$ cat src/rtl/div_sequencer_pkg.sv
// Shared definitions for the iterative divide sequencer: state encoding and default sizes.
package div_sequencer_pkg;

  localparam int DIV_WIDTH = 32;
  localparam int DIV_CNT_W = 6;

  typedef enum logic [1:0] {
    IDLE = 2'd0,
    BUSY = 2'd1,
    DONE = 2'd2
  } div_state_t;

endpackage

$ cat src/rtl/div_sequencer_core_step.sv
// One radix-2 restoring divide step: shift in a dividend bit, trial-subtract the divisor.
module div_core_step #(
  parameter int WIDTH = 32
) (
  input  logic [WIDTH-1:0] rem_i,
  input  logic             dividend_bit_i,
  input  logic [WIDTH-1:0] divisor_i,
  output logic [WIDTH-1:0] rem_o,
  output logic             quot_bit_o
);

  logic [WIDTH:0] shifted;
  logic [WIDTH:0] diff;

  assign shifted = {rem_i, dividend_bit_i};
  assign diff    = shifted - {1'b0, divisor_i};

  // No borrow out of the trial subtraction means the divisor fits.
  assign quot_bit_o = ~diff[WIDTH];
  assign rem_o      = quot_bit_o ? diff[WIDTH-1:0] : shifted[WIDTH-1:0];

endmodule

$ cat src/rtl/div_sequencer.sv
// Execute-stage DIV/DIVU sequencer: latches operand magnitudes, runs one restoring step
// per cycle, applies sign fixup and holds the pipeline until the result is ready.
module div_sequencer
  import div_sequencer_pkg::*;
#(
  parameter int WIDTH = DIV_WIDTH,
  parameter int CNT_W = DIV_CNT_W
) (
  input  logic             clk,
  input  logic             rst,
  input  logic             div_validE,
  input  logic             div_signE,
  input  logic [WIDTH-1:0] srcaE,
  input  logic [WIDTH-1:0] srcbE,
  input  logic             flushE,
  input  logic             stall_otherE,
  output logic             div_stallE,
  output logic             div_doneE,
  output logic [WIDTH-1:0] quotE,
  output logic [WIDTH-1:0] remE
);

  div_state_t       state_q, state_d;
  logic [CNT_W-1:0] cnt_q;
  logic [WIDTH-1:0] a_q, b_q, r_q;
  logic [WIDTH-1:0] quot_q, rem_q;
  logic             quot_neg_q, rem_neg_q;

  logic             start;
  logic             last_step;
  logic [WIDTH-1:0] step_rem;
  logic             step_qbit;
  logic [WIDTH-1:0] a_next;
  logic [WIDTH-1:0] abs_a, abs_b;

  assign start     = div_validE & ~flushE;
  assign last_step = (cnt_q == CNT_W'(WIDTH - 1));
  assign abs_a     = (div_signE & srcaE[WIDTH-1]) ? -srcaE : srcaE;
  assign abs_b     = (div_signE & srcbE[WIDTH-1]) ? -srcbE : srcbE;

  div_core_step #(.WIDTH(WIDTH)) u_step (
    .rem_i         (r_q),
    .dividend_bit_i(a_q[WIDTH-1]),
    .divisor_i     (b_q),
    .rem_o         (step_rem),
    .quot_bit_o    (step_qbit)
  );

  // Dividend bits leave at the top while quotient bits enter at the bottom of the same register.
  assign a_next = {a_q[WIDTH-2:0], step_qbit};

  always_ff @(posedge clk) begin
    if (rst) begin
      state_q <= IDLE;
    end else begin
      state_q <= state_d;
    end
  end

  always_comb begin
    state_d = state_q;
    case (state_q)
      IDLE:    if (start) state_d = BUSY;
      BUSY:    if (flushE) state_d = IDLE;
               else if (last_step) state_d = DONE;
      DONE:    if (flushE || !stall_otherE) state_d = IDLE;
      default: state_d = IDLE;
    endcase
  end

  always_comb begin
    div_stallE = 1'b0;
    div_doneE  = 1'b0;
    case (state_q)
      IDLE:    div_stallE = start;
      BUSY:    div_stallE = ~flushE;
      DONE:    div_doneE  = ~flushE;
      default: ;
    endcase
  end

  always_ff @(posedge clk) begin
    if (rst) begin
      cnt_q      <= '0;
      a_q        <= '0;
      b_q        <= '0;
      r_q        <= '0;
      quot_q     <= '0;
      rem_q      <= '0;
      quot_neg_q <= 1'b0;
      rem_neg_q  <= 1'b0;
    end else begin
      case (state_q)
        IDLE: begin
          if (start) begin
            a_q        <= abs_a;
            b_q        <= abs_b;
            r_q        <= '0;
            cnt_q      <= '0;
            quot_neg_q <= div_signE & (srcaE[WIDTH-1] ^ srcbE[WIDTH-1]);
            rem_neg_q  <= div_signE & srcaE[WIDTH-1];
          end
        end
        BUSY: begin
          if (!flushE) begin
            a_q   <= a_next;
            r_q   <= step_rem;
            cnt_q <= cnt_q + CNT_W'(1);
            if (last_step) begin
              quot_q <= quot_neg_q ? -a_next : a_next;
              rem_q  <= rem_neg_q ? -step_rem : step_rem;
            end
          end
        end
        default: ;
      endcase
    end
  end

  assign quotE = quot_q;
  assign remE  = rem_q;

endmodule

$ cat config.mk
export PLATFORM = sky130hd
export DESIGN_NAME = div_sequencer
export DESIGN_NICKNAME = d
export VERILOG_FILES = /design/src/rtl/div_sequencer_pkg.sv /design/src/rtl/div_sequencer_core_step.sv /design/src/rtl/div_sequencer.sv
export SDC_FILE = /design/constraint.sdc
export NUM_CORES = 1
export LEC_CHECK = 0
export BUFFER_PORTS_ARGS = -buffer_cell sky130_fd_sc_hd__buf_2
export CAP_MARGIN = 30
export CORE_MARGIN = 2
export CORE_UTILIZATION = 55
export CTS_CLUSTER_DIAMETER = 200
export CTS_CLUSTER_SIZE = 28
export DETAILED_ROUTE_END_ITERATION = 10
export PLACE_DENSITY_LB_ADDON = 0.05
export SKIP_LAST_GASP = 1
export SYNTH_ARGS = -nofsm -noshare
export SYNTH_HDL_FRONTEND = slang
export SYNTH_SLANG_ARGS = --single-unit
export TNS_END_PERCENT = 10
$ cat constraint.sdc
create_clock -name clk -period 6.5 [get_ports clk]
set_input_delay 0.325 -clock clk [delete_from_list [all_inputs] [get_ports clk]]
set_output_delay 0.325 -clock clk [all_outputs]
set_load 0.03 [all_outputs]
==> flow_metrics.env, run 1 <==
export IMPL_status="complete, no violations"
export IMPL_critPathMaxStageDelay_ns=0.45
export IMPL_grt_total_usage_pct=32.0
export IMPL_area_delta_synth_final_pct=11.7
export IMPL_final_fill_count=1997
export IMPL_yosysSeqAreaShare_pct=29.2
export IMPL_drc=0
export IMPL_cts_root_buf="clkbuf_16"
export IMPL_cp_max_fo=22
export IMPL_netlist_cell_type_count=82
export IMPL_drt_initial_drc_count=1098
export IMPL_irDropWorstVdd_mv=0.173
export IMPL_slew_viol_final=0
export IMPL_powerDensity_nw_per_um2=213
export IMPL_num_vias=11700
export IMPL_rsz0062_at_grt="false"
export IMPL_share_comb_of_total_power_pct=21.2
export IMPL_worstSetupPathType="flop to flop"
export IMPL_cts_tree="yes"
export IMPL_fin_crit_ns=5.19
export IMPL_cts_setup_buffers=0
export IMPL_start_util_pct=55.8
export IMPL_postLayoutCoreUtil_pct=62.3
export IMPL_clockBufferDepth=2
export IMPL_top_usage_layer="met1"
export IMPL_grt_util_met2_pct=46.5
export IMPL_p_clk_share_pct=38.9
export IMPL_syn_inst=1563
export IMPL_die_x_um=150
export IMPL_start_kind="flop"
export IMPL_gp_congestion=0.964
export IMPL_seq_area_um2=3400
export IMPL_cpMaxStageDelayCell="o21a_1"
export IMPL_seqPwrFrac_pct=39.9
export IMPL_synth_edf_count=0
export IMPL_use_met3_pct=5.98
export IMPL_fp_row_count=53
export IMPL_syn_avg_cell_area_um2=7.46
export IMPL_synth_ff_type="dfxtp_1"
export IMPL_clk_latency_ns=0.45
export IMPL_pin_count=136
export IMPL_die_height_um=150
export IMPL_grt_pass1_vias=10400
export IMPL_power_leakage_nw=5.10
export IMPL_worstPathArrival_ns=5.47
export IMPL_die_area_um2=22400
export IMPL_drt_wl_total_um=35300
export IMPL_routed_via_density=6.10
export IMPL_htreeDepth=4
export IMPL_power_internal_mw=1.81
export IMPL_cp_cell_sequence="inv_1 > ha_1 > fa_1 > nor2b_1 > o31a_1 > o211ai_2 > a311oi_2 > o21a_1 > nor2_2 > inv_2 > ha_1 > nand2_1 > or3_1 > or2_2 > nand2b_1 > or3_1 > o21ai_1 > xor2_1 > a211oi_1"
export IMPL_syn_nets=1671
export IMPL_hpwl_um=26600
export IMPL_layout_drive_gt1_share_pct=13.5
export IMPL_cts_resized=0
export IMPL_synthesis_area_um2=11700
export IMPL_grt_ovfl_total=0
export IMPL_layout_nets=1735
export IMPL_grt_max_degree=90
export IMPL_grt_pass1_wl_um=56500
export IMPL_hold_viol_final=0
export IMPL_yosysWarnings=0
export IMPL_postCtsHoldBufs=0
export IMPL_core_area_um2=20900
export IMPL_met1_usage_pct=47.0
export IMPL_switching_share_pct=34.6
export IMPL_setup_viol=0
export IMPL_cts_made_buffers=17
export IMPL_cap_violations=0
export IMPL_port_buffers=135
export IMPL_multi_input_area_um2=7670
export IMPL_fin_hold_ws_ns=0.0838
export IMPL_max_slew_margin_pct=32.1
export IMPL_fin_skew_ns=0.0200
export IMPL_ys_seq_elements=170
export IMPL_hold_path_class="input port to flop"
export IMPL_finalSetupTns_ns=0
export IMPL_cts_sinks=170
export IMPL_async_flop_share_pct=0
export IMPL_antenna_found_initial=0
export IMPL_wl_per_cell_um=18.4
export IMPL_dr_pass1_iters=6
export IMPL_ant_nets=0
export IMPL_switchingPower_mw=0.959
export IMPL_period_share_pct=79.8
export IMPL_required_ns=6.78
export IMPL_timing_fmax_ghz=0.193
export IMPL_end_kind="flop"
export IMPL_tightest_slew_ns=1.02
export IMPL_antenna_cells=0
export IMPL_path_clk_slew_ns=0.08
-- layer usage --
layer | vias to the layer above | share of wire, %
met4 | 0 | 2.7
met5 | - | 0
li1 | 5796 | -
met2 | 410 | 43
met1 | 5423 | 48
met3 | 61 | 6.8
-- Yosys cell counts (4+ instances only) --
cell	number	area [µm²]
nor3_1	44	220
ha_1	37	463
nand2b_1	11	68.8
nand2_1	159	597
o41ai_1	11	96.3
and2_1	13	81.3
o211ai_1	8	60.1
inv_1	52	195
nand3_1	20	100
nor2_1	216	811
nor2b_1	8	50.1
buf_2	12	60.1
xnor2_1	52	455
a31oi_1	11	68.8
xor2_1	70	613
and3_1	9	56.3
mux2_2	6	67.6
a21o_1	14	105
a21oi_1	120	601
or4_1	7	52.6
a211oi_1	84	631
o21ai_1	6	30.0
clkbuf_1	72	270
a41oi_1	4	35.0
o31ai_1	28	210
a311oi_1	13	114
mux2i_1	12	120
nor3b_1	4	30.0
nand4_1	17	106
or2_2	10	62.6
or3_1	29	181
dfxtp_1	170	3400
nand3b_1	9	67.6
o21a_1	6	45.0
buf_1	16	60.1
o21ai_0	86	430
a22oi_1	31	233
nor4_1	18	113
-- through the flow --
step                      area (µm²)  instances  setup slack (ns)  power (mW)
after CTS                      13000       1915              1.32        2.77
after detailed placement       12400       1883              1.43        1.70
after global placement         12400       1883              1.59        1.70
final                          13000       1915              1.31        2.77
after global routing           13000       1915             0.899        2.89
after floorplan                11700       1563              1.70        1.54
-- cell type report --
cell class / instances / area share, %
inverters: 54 / 1.56
repair buffers: 146 / 5.84
multi-input cells: 1238 / 58.9
clock buffers: 17 / 3.27
clock inverters: 15 / 1.60
well taps: 275 / 2.64
flip-flops and latches: 170 / 26.1
-- kinds of logic (layout without fill, tap and decap cells) --
| group | after synthesis | after routing | share of synthesized area [%] |
|---|---|---|---|
| AND/OR/NAND/NOR | 587 | 587 | 23.3 |
| adder cells (fa/ha/maj) | 38 | 38 | 4.14 |
| XOR/XNOR | 122 | 122 | 9.17 |
| buffers and inverters | 155 | 232 | 5.18 |
| multiplexers | 18 | 18 | 1.61 |
| AO/OA/AOI/OAI | 473 | 473 | 27.4 |
| flip-flops | 170 | 170 | 29.2 |
-- layout by cell type, fill, tap and decap left out, types with 7 or more instances in the layout --
cell and instances:
nand2_1 158, nor4_1 18, xor2_1 70, o21ai_0 86, or3_1 29, or2_2 10, a22oi_1 31, mux2i_1 12
nor2b_1 8, buf_4 12, a31oi_1 11, inv_1 52, a21o_1 14, and2_1 13, nand4_1 17, nand3_1 20
a311oi_1 13, xnor2_1 52, nand3b_1 9, a21oi_1 120, a211oi_1 84, nor3_1 44, clkbuf_16 17, and3_1 8
dfxtp_1 170, ha_1 37, buf_2 134, o211ai_1 8, nand2b_1 11, or4_1 7, o31ai_1 28, nor2_1 212
o41ai_1 11
-- worst max-delay path, delay by kind of cell (launching register included) --
| family | cells | cell delay (ns) |
|---|---|---|
| AO/OA/AOI/OAI | 6 | 1.51 |
| XOR/XNOR | 1 | 0.18 |
| adder cells (fa/ha/maj) | 3 | 0.85 |
| buffers and inverters | 2 | 0.38 |
| flip-flops | 1 | 0.35 |
| AND/OR/NAND/NOR | 7 | 1.78 |
-- final timing paths --
path | startpoint | slack [ns] | cells past startpoint | endpoint
min reg2reg | remE[31] | 0.45 | 2 | remE[31]
min | stall_otherE | 0.08 | 2 | state_q[0]
max | a_q[31] | 1.31 | 19 | quotE[30]
max reg2reg | a_q[31] | 1.31 | 19 | quotE[30]
-- power groups by stage --
stage / clock, mW / sequential [mW] / combinational [mW]
finish: 1.08 / 1.11 / 0.587
global route: 1.13 / 1.11 / 0.648
CTS: 1.09 / 1.10 / 0.579
detailed placement: 0 / 1.13 / 0.575
global placement: 0 / 1.13 / 0.573
floorplan: 0 / 1.12 / 0.422
-- flip-flops by register name, indices dropped and copies added (netlist names) --
| register | flops |
|---|---|
| remE | 32 |
| b_q | 32 |
| quotE | 32 |
| r_q | 32 |
| a_q | 32 |
| quot_neg_q | 1 |
| rem_neg_q | 1 |
| state_q | 2 |
| cnt_q | 6 |
Power figures use the tool's default switching activity.
==> inputs of run 2 (changes only) <==
clock period = 5 ns   (was 6.5 ns; I/O delays follow)
==> run 2 against run 1 <==
- clock skew shrank 0.0036 ns
- global-route usage is 0.36 points higher
- critical path depth unchanged
- first-iteration DRC count is 15% higher
- clock power grew 24%
- sequential cell count stayed put
- routed wire length grew 1.9%
- combinational power increased by 31%
- critical path type unchanged
- final cell count rose by 0.42%
- highest routed layer unchanged
- die area unchanged
==> flow_metrics.env, run 2 (same netlist as run 1, synthesis figures left out) <==
export IMPL_dr_pass1_iters=6
export IMPL_clockBufferDepth=2
export IMPL_cts_tree="yes"
export IMPL_postCtsHoldBufs=0
export IMPL_grt_max_degree=81
export IMPL_layout_nets=1743
export IMPL_fin_crit_ns=4.63
export IMPL_cts_made_buffers=17
export IMPL_setup_viol=0
export IMPL_fin_hold_ws_ns=0.0168
export IMPL_required_ns=5.28
export IMPL_grt_pass1_wl_um=57200
export IMPL_drt_initial_drc_count=1259
export IMPL_final_cells=1923
export IMPL_power_leakage_nw=5.14
export IMPL_hpwl_um=26800
export IMPL_num_vias=11900
export IMPL_crit_family="simple AND/OR/NAND/NOR gates"
export IMPL_power_internal_mw=2.33
export IMPL_layout_drive_gt1_share_pct=13.9
export IMPL_start_kind="flop"
export IMPL_period_share_pct=92.5
export IMPL_htreeDepth=4
export IMPL_pre_cts_ws_ns=0.430
export IMPL_antenna_cells=0
export IMPL_ant_nets=0
export IMPL_switching_share_pct=34.3
export IMPL_clk_latency_ns=0.45
export IMPL_cap_violations=0
export IMPL_cp_cell_sequence="inv_1 > ha_1 > fa_1 > nor2b_1 > o31a_1 > o211ai_2 > a311oi_2 > o21a_1 > nor2_2 > inv_2 > ha_1 > nand2_1 > or3_1 > or2_2 > nand2b_1 > or3_1 > o21ai_1 > xor2_1 > a211oi_1"
export IMPL_hold_path_class="input port to flop"
export IMPL_worstSetupPathType="flop to flop"
export IMPL_status="complete, no violations"
export IMPL_path_clk_slew_ns=0.07
export IMPL_start_util_pct=55.8
export IMPL_rrSetupSlack_ns=0.37
export IMPL_tightest_slew_ns=0.882
export IMPL_finalSetupTns_ns=0
export IMPL_slew_viol_final=0
export IMPL_cpMaxStageDelayCell="fa_1"
export IMPL_core_area_um2=20900
export IMPL_rsz0062_at_grt="false"
export IMPL_cts_setup_buffers=0
export IMPL_grt_pass1_vias=10500
export IMPL_finalPower_mw=3.55
export IMPL_worst_path_buf_inv=2
export IMPL_grt_ovfl_total=0
export IMPL_die_height_um=150
export IMPL_switchingPower_mw=1.22
export IMPL_port_buffers=135
export IMPL_pin_count=136
export IMPL_routed_via_density=6.16
export IMPL_seqPwrFrac_pct=40.4
export IMPL_gp_congestion=0.938
export IMPL_irDropWorstVdd_mv=0.193
export IMPL_hold_viol_final=0
export IMPL_antenna_found_initial=0
export IMPL_powerDensity_nw_per_um2=272
export IMPL_fin_skew_ns=0.0164
export IMPL_cts_resized=0
export IMPL_area_delta_synth_final_pct=12.1
export IMPL_cp_max_fo=7
export IMPL_fp_row_count=53
export IMPL_layout_common_cells="nor2_1 (212), dfxtp_1 (170), nand2_1 (158), buf_2 (134), a21oi_1 (120)"
export IMPL_drc=0
export IMPL_p_clk_share_pct=37.9
export IMPL_worst_slack_ns=0.373
export IMPL_timing_fmax_ghz=0.216
export IMPL_cts_sinks=170
export IMPL_die_area_um2=22400
export IMPL_share_comb_of_total_power_pct=21.7
export IMPL_dp_cells=1890
export IMPL_final_common_cell="nor2_1"
export IMPL_wl_per_cell_um=18.7
export IMPL_max_slew_margin_pct=41.2
export IMPL_grt_total_usage_pct=32.3
export IMPL_critPathMaxStageDelay_ns=0.41
export IMPL_worstPathArrival_ns=4.90
export IMPL_cts_root_buf="clkbuf_16"
export IMPL_drt_wl_total_um=35900
export IMPL_die_x_um=150
export IMPL_end_kind="flop"
==> run 2: power groups by stage <==
stage | logic (mW) | registers, mW | clock network [mW]
2_1_floorplan | 0.549 | 1.45 | 0
5_1_grt | 0.846 | 1.44 | 1.42
6_report | 0.771 | 1.44 | 1.34
3_3_place_gp | 0.745 | 1.47 | 0
4_1_cts | 0.752 | 1.44 | 1.35
3_5_place_dp | 0.747 | 1.47 | 0
==> run 2: through the flow <==
stage | area, µm² | util (%)
global placement | 12400 | 59.5
global route | 13100 | 62.5
floorplan | 11700 | -
CTS | 13000 | 62.4
detailed placement | 12400 | 59.5
finish | 13100 | 62.5
==> run 2: final timing paths <==
path                                   start          to  cells after the start
worst min-delay path            stall_otherE  state_q[0]                      2
worst max register to register       a_q[31]   quotE[30]                     19
worst min register to register     quotE[29]   quotE[29]                      2
worst max-delay path                 a_q[31]   quotE[30]                     19
==> run 2: area by class of cell <==
type	instances	area (µm²)
fill	1961	7830
multi-input combinational	1238	7670
sequential	170	3400
timing repair buffer	154	841
clock buffer	17	425
tap	275	344
inverter	54	203
clock inverter	15	173
==> run 2: routing by layer <==
metal | wire length (µm) | part of all wire [%] | vias up | global-route usage [%]
met4 | 814 | 2.3 | 0 | 9.24
met3 | 2600 | 7.2 | 56 | 4.39
met2 | 15500 | 43 | 488 | 47.8
li1 | - | - | 5799 | -
met1 | 17100 | 48 | 5511 | 48.7
met5 | 0 | 0 | - | 0
